## config.mk

```make
export PLATFORM = sky130hd
export DESIGN_NAME = demux4_router
export DESIGN_NICKNAME = d
export VERILOG_FILES = /design/src/rtl/demux4_router.sv
export SDC_FILE = /design/constraint.sdc
export NUM_CORES = 1
export LEC_CHECK = 0
export BUFFER_PORTS_ARGS = -buffer_cell sky130_fd_sc_hd__buf_2
export CAP_MARGIN = 30
export CORE_MARGIN = 3
export CORE_UTILIZATION = 41
export CTS_BUF_LIST = sky130_fd_sc_hd__clkbuf_4
export DETAILED_ROUTE_END_ITERATION = 6
export PLACE_DENSITY = 0.7
export SLEW_MARGIN = 40
export SYNTH_ARGS = -nofsm -noshare
export SYNTH_HDL_FRONTEND = slang
export SYNTH_SLANG_ARGS = --single-unit
```

## constraint.sdc

```tcl
create_clock -name clk -period 1.9 [get_ports clk]
set_input_delay 0.38 -clock clk [delete_from_list [all_inputs] [get_ports clk]]
set_output_delay 0.38 -clock clk [all_outputs]
set_load 0.1 [all_outputs]
```

## src/rtl/demux4_router.sv

```systemverilog
// ---------------------------------------------------------------------------
// demux4_router
//
// Steers one WIDTH-bit producer stream to one of two sinks. in_sel=1 selects
// sink A and in_sel=0 selects sink B. Each sink has its own DEPTH-entry FIFO
// with a valid/ready handshake, so a stalled sink never holds back the other
// sink's buffered words. Each sink also keeps a count of delivered words for
// debug.
//
// Ports:
//   clk       system clock; all state changes on the rising edge
//   rst_n     synchronous active-low reset
//   in_valid  producer has a word on in_data
//   in_ready  router accepts the word for the currently selected sink
//   in_data   word to route
//   in_sel    destination select (1 = A, 0 = B)
//   a_valid   FIFO A non-empty          b_valid   FIFO B non-empty
//   a_ready   sink A takes the head     b_ready   sink B takes the head
//   a_data    head of FIFO A            b_data    head of FIFO B
//   a_full    FIFO A holds DEPTH words  b_full    FIFO B holds DEPTH words
//   a_count   words delivered on A      b_count   words delivered on B
// ---------------------------------------------------------------------------

// ---------------------------------------------------------------------------
// demux4_router_fifo
//
// One output lane: a DEPTH-entry circular buffer with a separate occupancy
// counter and a wrapping delivered-word counter.
//
// Ports:
//   clk, rst_n  clock and synchronous active-low reset
//   push_i      write data_i at the tail (ignored when full)
//   data_i      word to append
//   ready_i     sink accepts the head word this cycle
//   valid_o     buffer non-empty
//   data_o      head entry, read straight from storage
//   full_o      buffer holds DEPTH words
//   count_o     number of words popped, modulo 2^CNT_W
// ---------------------------------------------------------------------------
module demux4_router_fifo #(
    parameter int WIDTH = 4,
    parameter int DEPTH = 2,
    parameter int CNT_W = 8
) (
    input  logic             clk,
    input  logic             rst_n,
    input  logic             push_i,
    input  logic [WIDTH-1:0] data_i,
    input  logic             ready_i,
    output logic             valid_o,
    output logic [WIDTH-1:0] data_o,
    output logic             full_o,
    output logic [CNT_W-1:0] count_o
);

    localparam int AW = (DEPTH > 1) ? $clog2(DEPTH) : 1;
    localparam logic [AW:0] OccFull = (AW+1)'(DEPTH);

    logic [WIDTH-1:0] mem_q [DEPTH];
    logic [AW-1:0]    wrPtr_q, wrPtr_d;
    logic [AW-1:0]    rdPtr_q, rdPtr_d;
    logic [AW:0]      occ_q, occ_d;
    logic [CNT_W-1:0] count_q, count_d;
    logic             doPush;
    logic             doPop;

    assign valid_o = (occ_q != '0);
    assign full_o  = (occ_q == OccFull);
    assign data_o  = mem_q[rdPtr_q];
    assign count_o = count_q;

    // The full check is repeated here so the lane can never overwrite a
    // buffered word, whatever the caller does with push_i.
    assign doPush = push_i && !full_o;
    assign doPop  = valid_o && ready_i;

    // Next-state for pointers, occupancy and the delivered counter. A push
    // and a pop in the same cycle leave occupancy unchanged while both
    // pointers advance.
    always_comb begin
        wrPtr_d = wrPtr_q;
        rdPtr_d = rdPtr_q;
        occ_d   = occ_q;
        count_d = count_q;
        if (doPush) begin
            wrPtr_d = wrPtr_q + AW'(1);
        end
        if (doPop) begin
            rdPtr_d = rdPtr_q + AW'(1);
            count_d = count_q + CNT_W'(1);
        end
        case ({doPush, doPop})
            2'b10:   occ_d = occ_q + (AW+1)'(1);
            2'b01:   occ_d = occ_q - (AW+1)'(1);
            default: occ_d = occ_q;
        endcase
    end

    // State and storage registers. Reset clears the storage too, so the
    // data output reads zero straight after reset.
    always_ff @(posedge clk) begin
        if (!rst_n) begin
            wrPtr_q <= '0;
            rdPtr_q <= '0;
            occ_q   <= '0;
            count_q <= '0;
            for (int i = 0; i < DEPTH; i++) begin
                mem_q[i] <= '0;
            end
        end else begin
            wrPtr_q <= wrPtr_d;
            rdPtr_q <= rdPtr_d;
            occ_q   <= occ_d;
            count_q <= count_d;
            if (doPush) begin
                mem_q[wrPtr_q] <= data_i;
            end
        end
    end

endmodule

module demux4_router #(
    parameter int WIDTH = 4,
    parameter int DEPTH = 2,
    parameter int CNT_W = 8
) (
    input  logic             clk,
    input  logic             rst_n,
    input  logic             in_valid,
    output logic             in_ready,
    input  logic [WIDTH-1:0] in_data,
    input  logic             in_sel,
    output logic             a_valid,
    input  logic             a_ready,
    output logic [WIDTH-1:0] a_data,
    output logic             b_valid,
    input  logic             b_ready,
    output logic [WIDTH-1:0] b_data,
    output logic             a_full,
    output logic             b_full,
    output logic [CNT_W-1:0] a_count,
    output logic [CNT_W-1:0] b_count
);

    logic pushA;
    logic pushB;

    // in_ready looks only at the registered full flag of the selected lane,
    // never at the sink readies, so there is no combinational path from a
    // sink back to the producer. A full lane therefore refuses a push even
    // in a cycle where it is also being popped.
    assign in_ready = in_sel ? !a_full : !b_full;
    assign pushA    = in_valid && in_ready && in_sel;
    assign pushB    = in_valid && in_ready && !in_sel;

    demux4_router_fifo #(
        .WIDTH(WIDTH),
        .DEPTH(DEPTH),
        .CNT_W(CNT_W)
    ) laneA (
        .clk     (clk),
        .rst_n   (rst_n),
        .push_i  (pushA),
        .data_i  (in_data),
        .ready_i (a_ready),
        .valid_o (a_valid),
        .data_o  (a_data),
        .full_o  (a_full),
        .count_o (a_count)
    );

    demux4_router_fifo #(
        .WIDTH(WIDTH),
        .DEPTH(DEPTH),
        .CNT_W(CNT_W)
    ) laneB (
        .clk     (clk),
        .rst_n   (rst_n),
        .push_i  (pushB),
        .data_i  (in_data),
        .ready_i (b_ready),
        .valid_o (b_valid),
        .data_o  (b_data),
        .full_o  (b_full),
        .count_o (b_count)
    );

endmodule

```

==> results of run 1 <==
-- registers in the layout (all words and copies together) (netlist names), named ones only --
| name | cells |
|---|---|
| laneB.mem_q | 8 |
| laneB.wrPtr_q | 1 |
| laneB.count_o | 8 |
| laneA.mem_q | 8 |
| laneA.rdPtr_q | 1 |
| laneB.occ_q | 2 |
| laneB.rdPtr_q | 1 |
| laneA.count_o | 8 |
| laneA.wrPtr_q | 1 |
| laneA.occ_q | 2 |
-- worst max-delay path by stage --
stage | slack, ps | end | from
2_1_floorplan | 10 | laneB.count_o[7] | laneB.count_o[3]
5_1_grt | 20 | a_data[0] | flop
3_5_place_dp | 30 | laneB.occ_q[1] | in_valid
3_3_place_gp | 80 | laneB.occ_q[1] | in_valid
4_1_cts | 50 | a_data[2] | flop
6_report | 70 | a_data[2] | flop
-- placed cells by master, fill, tap and decap left out, types with 2 or more instances in the layout --
cell type / instances
sky130_fd_sc_hd__xor2_1: 7
sky130_fd_sc_hd__nor2_1: 12
sky130_fd_sc_hd__o21ai_0: 9
sky130_fd_sc_hd__clkbuf_4: 6
sky130_fd_sc_hd__mux2i_1: 2
sky130_fd_sc_hd__o211ai_1: 2
sky130_fd_sc_hd__mux2_2: 8
sky130_fd_sc_hd__dfxtp_1: 19
sky130_fd_sc_hd__nand2_1: 5
sky130_fd_sc_hd__nand2b_1: 2
sky130_fd_sc_hd__or4_1: 5
sky130_fd_sc_hd__a21oi_1: 14
sky130_fd_sc_hd__nand4_1: 2
sky130_fd_sc_hd__xnor2_1: 3
sky130_fd_sc_hd__nand3_1: 4
sky130_fd_sc_hd__and2_1: 16
sky130_fd_sc_hd__nor4_1: 2
sky130_fd_sc_hd__ha_1: 3
sky130_fd_sc_hd__or3_1: 8
sky130_fd_sc_hd__buf_12: 2
sky130_fd_sc_hd__or3_4: 2
sky130_fd_sc_hd__dfxtp_2: 7
sky130_fd_sc_hd__edfxtp_1: 16
sky130_fd_sc_hd__or2_2: 2
sky130_fd_sc_hd__o31ai_1: 5
sky130_fd_sc_hd__buf_4: 10
sky130_fd_sc_hd__buf_2: 35
sky130_fd_sc_hd__inv_1: 6
-- cell type report --
type / instances / area (um^2) / share of cell area
inverter: 8 / 30.0 / 0.0126
multi-input combinational: 124 / 898 / 0.378
sequential: 42 / 1010 / 0.425
timing repair buffer: 47 / 290 / 0.122
clock buffer: 6 / 45.0 / 0.0190
clock inverter: 2 / 37.5 / 0.0158
tap: 52 / 65.1 / 0.0274
-- metrics by stage --
step	instances	setup WS [ps]	cell area, um^2	hold WS [ps]	power [mW]
global route	281	20.7	2380	322	3.36
finish	281	69.4	2380	333	3.22
detailed placement	273	25.1	2290	482	2.66
CTS	281	49.7	2380	326	3.25
global placement	273	81.4	2290	465	2.65
floorplan	180	12.3	2000	464	2.44
-- per-layer routing --
metal / track usage / vias up / share of wire / wire (um)
met5: 0 / - / 0 / 0
met4: 0.0711 / 0 / 0.018 / 65
met3: 0.0392 / 7 / 0.061 / 220
met2: 0.207 / 41 / 0.44 / 1600
met1: 0.169 / 647 / 0.48 / 1720
li1: - / 744 / - / -
-- logic make-up (layout without fill, tap and decap cells) --
kind of cell | after synthesis | after routing | synth area share
adders and majority gates | 4 | 4 | 0.0260
buffers and inverters | 14 | 63 | 0.0357
muxes | 11 | 11 | 0.0623
and+or+nand+nor | 65 | 65 | 0.195
AOI/OAI and AO/OA | 34 | 34 | 0.116
xor gates and xnor gates | 10 | 10 | 0.0455
DFF | 42 | 42 | 0.519
-- power groups by stage --
stage	combinational (mW)	clock, mW	sequential (mW)
3_5_place_dp	1.47	0	1.19
2_1_floorplan	1.13	0	1.31
6_report	1.47	0.584	1.17
4_1_cts	1.47	0.600	1.17
3_3_place_gp	1.46	0	1.19
5_1_grt	1.54	0.628	1.19
-- repair_timing --
item	in CTS	in global routing
hold endpoints to repair	0	0
gates resized for setup	1	0
endpoints found under the setup margin	1	0
==> summary.json, run 1 <==
{
  "post_synth_most_frequent_cells": {"value": "sky130_fd_sc_hd__dfxtp_1, sky130_fd_sc_hd__and2_1, sky130_fd_sc_hd__edfxtp_1"},
  "ctsLongestPathBuffers": {"value": 2},
  "worst_hold_path.endpoint": {"value": "laneA.mem_q[1][3]"},
  "worstMarginPinSlew": {"value": 565, "unit": "ps"},
  "finalSetupViolCount": {"value": 0},
  "worst_skew_pair.late_latency": {"value": 360, "unit": "ps"},
  "wire_length_of_the_first_global_routing_pass": {"value": 5590, "unit": "um"},
  "timing.fmax": {"value": 546, "unit": "MHz"},
  "worstPathRequired": {"value": 1520, "unit": "ps"},
  "h-tree-depth": {"value": 2},
  "timing.hold.worst.class": {"value": "primary input to flop"},
  "clk_root_buf": {"value": "sky130_fd_sc_hd__clkbuf_4"},
  "synth.area.top_cells": {"value": "sky130_fd_sc_hd__dfxtp_1, sky130_fd_sc_hd__edfxtp_1, sky130_fd_sc_hd__and2_1, sky130_fd_sc_hd__mux2_2, sky130_fd_sc_hd__a21oi_1"},
  "wl_per_cell": {"value": 12.8, "unit": "um"},
  "regToRegSetupSlack": {"value": 170, "unit": "ps"},
  "cts_tree": {"value": "built"},
  "most_used_flip_flop_cell_after_synthesis": {"value": "sky130_fd_sc_hd__dfxtp_1"},
  "critical_path.reg2reg.endpoint": {"value": "laneA.occ_q[1]"},
  "switching_power": {"value": 1.49, "unit": "mW"},
  "gp_congestion": {"value": 0.778},
  "first_iter_violations": {"value": 59},
  "critical-path-max-stage-delay": {"value": 440, "unit": "ps"},
  "netlist-cell-type-count": {"value": 36},
  "number_of_post_cts_setup_repair_buffers": {"value": 0},
  "synthMostInstantiatedCell": {"value": "sky130_fd_sc_hd__dfxtp_1"},
  "post-route-drc-count": {"value": 0},
  "power.density_cell_area": {"value": 1360, "unit": "nW/um^2"},
  "cts_hold_bufs": {"value": 0},
  "netlist.area_leader.share": {"value": 0.270},
  "antenna_found_initial": {"value": 0},
  "total_overflow_reported_by_the_global_router": {"value": 0},
  "critical_path_class": {"value": "flop to output pin"},
  "status": {"value": "finished clean"},
  "cp_max_fo": {"value": 4},
  "fillerInstances": {"value": 407},
  "async_flop_share": {"value": 0},
  "track_usage": {"value": 0.134},
  "die-height": {"value": 74.6, "unit": "um"},
  "finalWirelength": {"value": 3600, "unit": "um"},
  "p_leak": {"value": 0.982, "unit": "nW"},
  "timing.critical_path.cells": {"value": "mux2_2 > buf_2"},
  "timing.critical_path.depth": {"value": 2},
  "detail-route-antenna-nets": {"value": 0},
  "layout_worst_path_cycle_share": {"value": 0.963},
  "p_seq_frac": {"value": 0.363},
  "clock_power_share": {"value": 0.181},
  "synth_area": {"value": 1930, "unit": "um^2"},
  "cp-start-kind": {"value": "flop"},
  "numCtsBuffers": {"value": 5},
  "worstReg2RegStart": {"value": "laneA.occ_q[1]"},
  "synth-warning-count": {"value": 0},
  "routed-via-count": {"value": 1439},
  "hold_path.startpoint": {"value": "in_data[3]"},
  "power_report.internal_total": {"value": 1.73, "unit": "mW"},
  "synth-seq-cells": {"value": 42},
  "final-hold-violation-count": {"value": 0},
  "grt_max_degree": {"value": 15},
  "floorplan.initialDensity": {"value": 0.434},
  "final-max-slew-violation-count": {"value": 0},
  "port_buffers": {"value": 38},
  "full_die_area": {"value": 5560, "unit": "um^2"},
  "maxCapViolCount": {"value": 0},
  "cell_accounting_for_the_most_synthesized_area": {"value": "sky130_fd_sc_hd__dfxtp_1"},
  "synth-seq-area-share": {"value": 0.519},
  "worst-r2r-cell-count": {"value": 5},
  "period_minus_slack": {"value": 1830, "unit": "ps"},
  "vias_per_cell": {"value": 5.12},
  "place_hpwl": {"value": 2620, "unit": "um"},
  "power_switching_share": {"value": 0.462},
  "postLayoutCoreUtil": {"value": 0.535},
  "finish.net_count": {"value": 242},
  "grt_setup_unrepaired": {"value": "false"},
  "power_frac_comb": {"value": 0.456},
  "worstPathArrival": {"value": 1450, "unit": "ps"},
  "cpLargestDelayFamily": {"value": "flip-flops"},
  "core_area": {"value": 4440, "unit": "um^2"},
  "average_cell_area_after_synthesis": {"value": 10.7, "unit": "um^2"},
  "max-vdd-ir-drop": {"value": 0.000655, "unit": "V"},
  "post_route_cells_drive_above_1_share": {"value": 0.358},
  "fin_worst_skew": {"value": 18.0, "unit": "ps"},
  "fp.dieW": {"value": 74.6, "unit": "um"},
  "worstPathBufferInverterCount": {"value": 1},
  "std_cell_rows": {"value": 24},
  "crit_path_end_kind": {"value": "output pin"},
  "timing.max_slew.rel_slack": {"value": 0.620},
  "syn-num-nets": {"value": 194},
  "pin_count": {"value": 39},
  "antennaDiodeCount": {"value": 0},
  "min_path_cells": {"value": 2},
  "drtPass1Iterations": {"value": 6},
  "synth_edf_count": {"value": 16},
  "first_global_vias": {"value": 1254},
  "crit_slowest_cell": {"value": "sky130_fd_sc_hd__dfxtp_1"},
  "clock_sinks": {"value": 42},
  "cts.reportedPaths.clkPinSlew": {"value": 140, "unit": "ps"},
  "postSynthCellCount": {"value": 180},
  "flow.area_growth_from_synthesis": {"value": 23.3, "unit": "%"},
  "fin_setup_tns": {"value": 0, "unit": "ps"}
}
(Power assumes the default switching activity.)
==> inputs of run 2 (changes only) <==
- PLACE_DENSITY: 0.7 -> 0.67
- TNS_END_PERCENT: not set -> 20
- clock period: 1.9 -> 1.7 ns (I/O delays scaled with it)
==> run 2 against run 1 <==
  * Sequential share of layout area shrank 2.1 points
  * Setup slack got worse by 23 ps
  * Critical path depth rose by 2
  * Final area is 6.8% higher
  * Worst hold slack lost 19 ps
  * Clock skew rose by 4.5 ps
  * Wire length is 5.6% higher
  * Global-route usage increased by 1.3 points
  * Count of clock-buffer cells in the layout decreased by 1
  * Die area is the same
  * Utilization up 3.7 points
  * Critical path type unchanged
  * Largest power group unchanged
==> summary.json, run 2 (synthesized netlist as in run 1, its figures left out) <==
{
  "status": {"value": "finished clean"},
  "first_iter_violations": {"value": 92, "change": "+56%"},
  "finalSetupViolCount": {"value": 0, "change": "unchanged"},
  "fp.dieW": {"value": 74.6, "unit": "um", "change": "unchanged"},
  "worstPathRequired": {"value": 1360, "unit": "ps", "change": "-160 ps"},
  "final-max-slew-violation-count": {"value": 0, "change": "unchanged"},
  "worst_skew_pair.late_latency": {"value": 360, "unit": "ps", "change": "about the same"},
  "final-hold-violation-count": {"value": 0, "change": "unchanged"},
  "cp_max_fo": {"value": 6, "change": "+2"},
  "track_usage": {"value": 0.147, "change": "+0.0127"},
  "fin_worst_skew": {"value": 22.5, "unit": "ps", "change": "+4.49 ps"},
  "vias_per_cell": {"value": 5.14, "change": "+0.40%"},
  "crit_path_end_kind": {"value": "output pin"},
  "h-tree-depth": {"value": 2, "change": "unchanged"},
  "worst-r2r-cell-count": {"value": 6, "change": "+1"},
  "gp_congestion": {"value": 0.701, "change": "-9.9%"},
  "timing.max_slew.rel_slack": {"value": 0.659, "change": "+0.0393"},
  "clock_sinks": {"value": 42, "change": "unchanged"},
  "die-height": {"value": 74.6, "unit": "um", "change": "unchanged"},
  "switching_power": {"value": 1.72, "unit": "mW", "change": "+15%"},
  "cp-start-kind": {"value": "flop"},
  "timing.critical_path.cells": {"value": "nor2b_4 > buf_6 > mux2i_4 > buf_12"},
  "first_global_vias": {"value": 1386, "change": "+11%"},
  "worst_slack": {"value": 46.6, "unit": "ps", "change": "-22.8 ps"},
  "fillerInstances": {"value": 411, "change": "+0.98%"},
  "fin_setup_tns": {"value": 0, "unit": "ps", "change": "unchanged"},
  "drtPass1Iterations": {"value": 4, "change": "-2"},
  "power.density_cell_area": {"value": 1470, "unit": "nW/um^2", "change": "+8.6%"},
  "full_die_area": {"value": 5560, "unit": "um^2", "change": "unchanged"},
  "max-vdd-ir-drop": {"value": 0.000685, "unit": "V", "change": "+4.6%"},
  "finalWirelength": {"value": 3800, "unit": "um", "change": "+5.6%"},
  "p_leak": {"value": 1.04, "unit": "nW", "change": "+5.6%"},
  "postLayoutCellArea": {"value": 2540, "unit": "um^2", "change": "+6.8%"},
  "p_seq_frac": {"value": 0.347, "change": "-0.016"},
  "critical_path_class": {"value": "flop to output pin"},
  "critical-path-max-stage-delay": {"value": 340, "unit": "ps", "change": "-100 ps"},
  "wl_per_cell": {"value": 13.1, "unit": "um", "change": "+2.4%"},
  "worstPathArrival": {"value": 1310, "unit": "ps", "change": "-140 ps"},
  "postLayoutCoreUtil": {"value": 0.571, "change": "+0.0366"},
  "place_hpwl": {"value": 2800, "unit": "um", "change": "+6.7%"},
  "core_area": {"value": 4440, "unit": "um^2", "change": "unchanged"},
  "antennaDiodeCount": {"value": 0, "change": "unchanged"},
  "flow.area_growth_from_synthesis": {"value": 31.8, "unit": "%"},
  "detail-route-antenna-nets": {"value": 0, "change": "unchanged"},
  "clk_root_buf": {"value": "sky130_fd_sc_hd__clkbuf_4"},
  "place_area": {"value": 2410, "unit": "um^2", "change": "+5.3%"},
  "ctsLongestPathBuffers": {"value": 2, "change": "unchanged"},
  "pin_count": {"value": 39, "change": "unchanged"},
  "clock_power_share": {"value": 0.127, "change": "-0.054"},
  "maxCapViolCount": {"value": 0, "change": "unchanged"},
  "grt_setup_unrepaired": {"value": "true"},
  "total_overflow_reported_by_the_global_router": {"value": 0, "change": "unchanged"},
  "antenna_found_initial": {"value": 0, "change": "unchanged"},
  "area_of_the_multi_input_gates": {"value": 932, "unit": "um^2", "change": "+3.8%"},
  "power_report.internal_total": {"value": 2.02, "unit": "mW", "change": "+17%"},
  "placed_cells": {"value": 281, "change": "+2.9%"},
  "post_route_cells_drive_above_1_share": {"value": 0.441, "change": "+0.0831"},
  "most-common-layout-cells": {"value": "sky130_fd_sc_hd__buf_2, sky130_fd_sc_hd__buf_4, sky130_fd_sc_hd__dfxtp_2, sky130_fd_sc_hd__and2_1, sky130_fd_sc_hd__edfxtp_1"},
  "layout.area.seq": {"value": 1030, "unit": "um^2", "change": "+1.6%"},
  "worstMarginPinSlew": {"value": 507, "unit": "ps", "change": "-58.4 ps"},
  "cts_tree": {"value": "built"},
  "wire_length_of_the_first_global_routing_pass": {"value": 6140, "unit": "um", "change": "+9.9%"},
  "timing.hold.worst.class": {"value": "primary input to flop"},
  "hold_ws": {"value": 314, "unit": "ps", "change": "-18.9 ps"},
  "port_buffers": {"value": 38, "change": "unchanged"},
  "cts_hold_bufs": {"value": 0, "change": "unchanged"},
  "power_switching_share": {"value": 0.459, "change": "-0.00271"},
  "cts.reportedPaths.clkPinSlew": {"value": 130, "unit": "ps", "change": "about the same"},
  "power_frac_comb": {"value": 0.526, "change": "+0.070"},
  "period_minus_slack": {"value": 1650, "unit": "ps"},
  "layout_worst_path_cycle_share": {"value": 0.973},
  "layout_commonest_cell": {"value": "sky130_fd_sc_hd__buf_2"},
  "std_cell_rows": {"value": 24, "change": "unchanged"},
  "grt_max_degree": {"value": 27, "change": "+12"},
  "min_path_cells": {"value": 2, "change": "unchanged"},
  "post-route-drc-count": {"value": 0, "change": "unchanged"},
  "timing.fmax": {"value": 605, "unit": "MHz"},
  "pre_cts_slack": {"value": 10.4, "unit": "ps", "change": "-14.7 ps"},
  "floorplan.initialDensity": {"value": 0.434, "change": "unchanged"},
  "post-layout-total-power": {"value": 3.74, "unit": "mW", "change": "+16%"},
  "fin_cells": {"value": 290, "change": "+3.2%"},
  "finish.net_count": {"value": 251, "change": "+3.7%"},
  "routed-via-count": {"value": 1491, "change": "+3.6%"},
  "crit_slowest_cell": {"value": "sky130_fd_sc_hd__dfxtp_2"},
  "numCtsBuffers": {"value": 5, "change": "unchanged"}
}
==> run 2: changes by cell type in the layout (fill, tap and decap cells not counted), moves of 2 or more <==
cell,previous run,this run
sky130_fd_sc_hd__buf_2,35,25
sky130_fd_sc_hd__or2_2,2,0
sky130_fd_sc_hd__buf_6,0,3
sky130_fd_sc_hd__dfxtp_2,7,17
sky130_fd_sc_hd__buf_12,2,5
sky130_fd_sc_hd__buf_4,10,23
sky130_fd_sc_hd__or2_4,0,2
sky130_fd_sc_hd__dfxtp_1,19,8
==> run 2: per-layer routing <==
metal | up-vias | track usage | wire [um]
met2 | 38 | 0.250 | 1920
met3 | 4 | 0.0500 | 205
met4 | 0 | 0.0474 | 34
li1 | 756 | - | -
met5 | - | 0 | 0
met1 | 693 | 0.174 | 1640
==> run 2: path summary, 6_finish.rpt <==
path                    startpoint                end  slack, ps
setup / recovery    laneB.occ_q[1]           in_ready         50
hold / removal          in_data[2]  laneB.mem_q[0][2]        310
setup reg to reg    laneA.occ_q[1]     laneA.occ_q[1]         90
hold reg to reg   laneA.count_o[7]   laneA.count_o[7]        490
==> run 2: what timing repair did <==
action,CTS,global route
setup endpoints to repair,11,6
buffers inserted,0,1
pin swaps,0,0
resized for setup,14,9
cloned,0,0
==> run 2: cell type report <==
class | count | area share
flip-flops and latches | 42 | 0.404
multi-input cells | 124 | 0.367
repair buffers | 56 | 0.170
well taps | 52 | 0.0256
clock buffers | 5 | 0.0148
inverters | 8 | 0.0118
clock inverters | 3 | 0.00641
==> run 2: worst max-delay path, delay by kind of cell (launching register included) <==
family,cells,cell delay (ps)
buf+inv,2,320
simple gates,1,120
mux,1,170
flops,1,340
==> run 2: power groups by stage <==
stage	Combinational (mW)	Sequential [mW]	Clock, mW
after CTS	1.90	1.29	0.499
after floorplan	1.28	1.47	0
after detailed placement	1.84	1.31	0
after global placement	1.82	1.30	0
final	1.97	1.29	0.476
after global routing	2.07	1.31	0.536
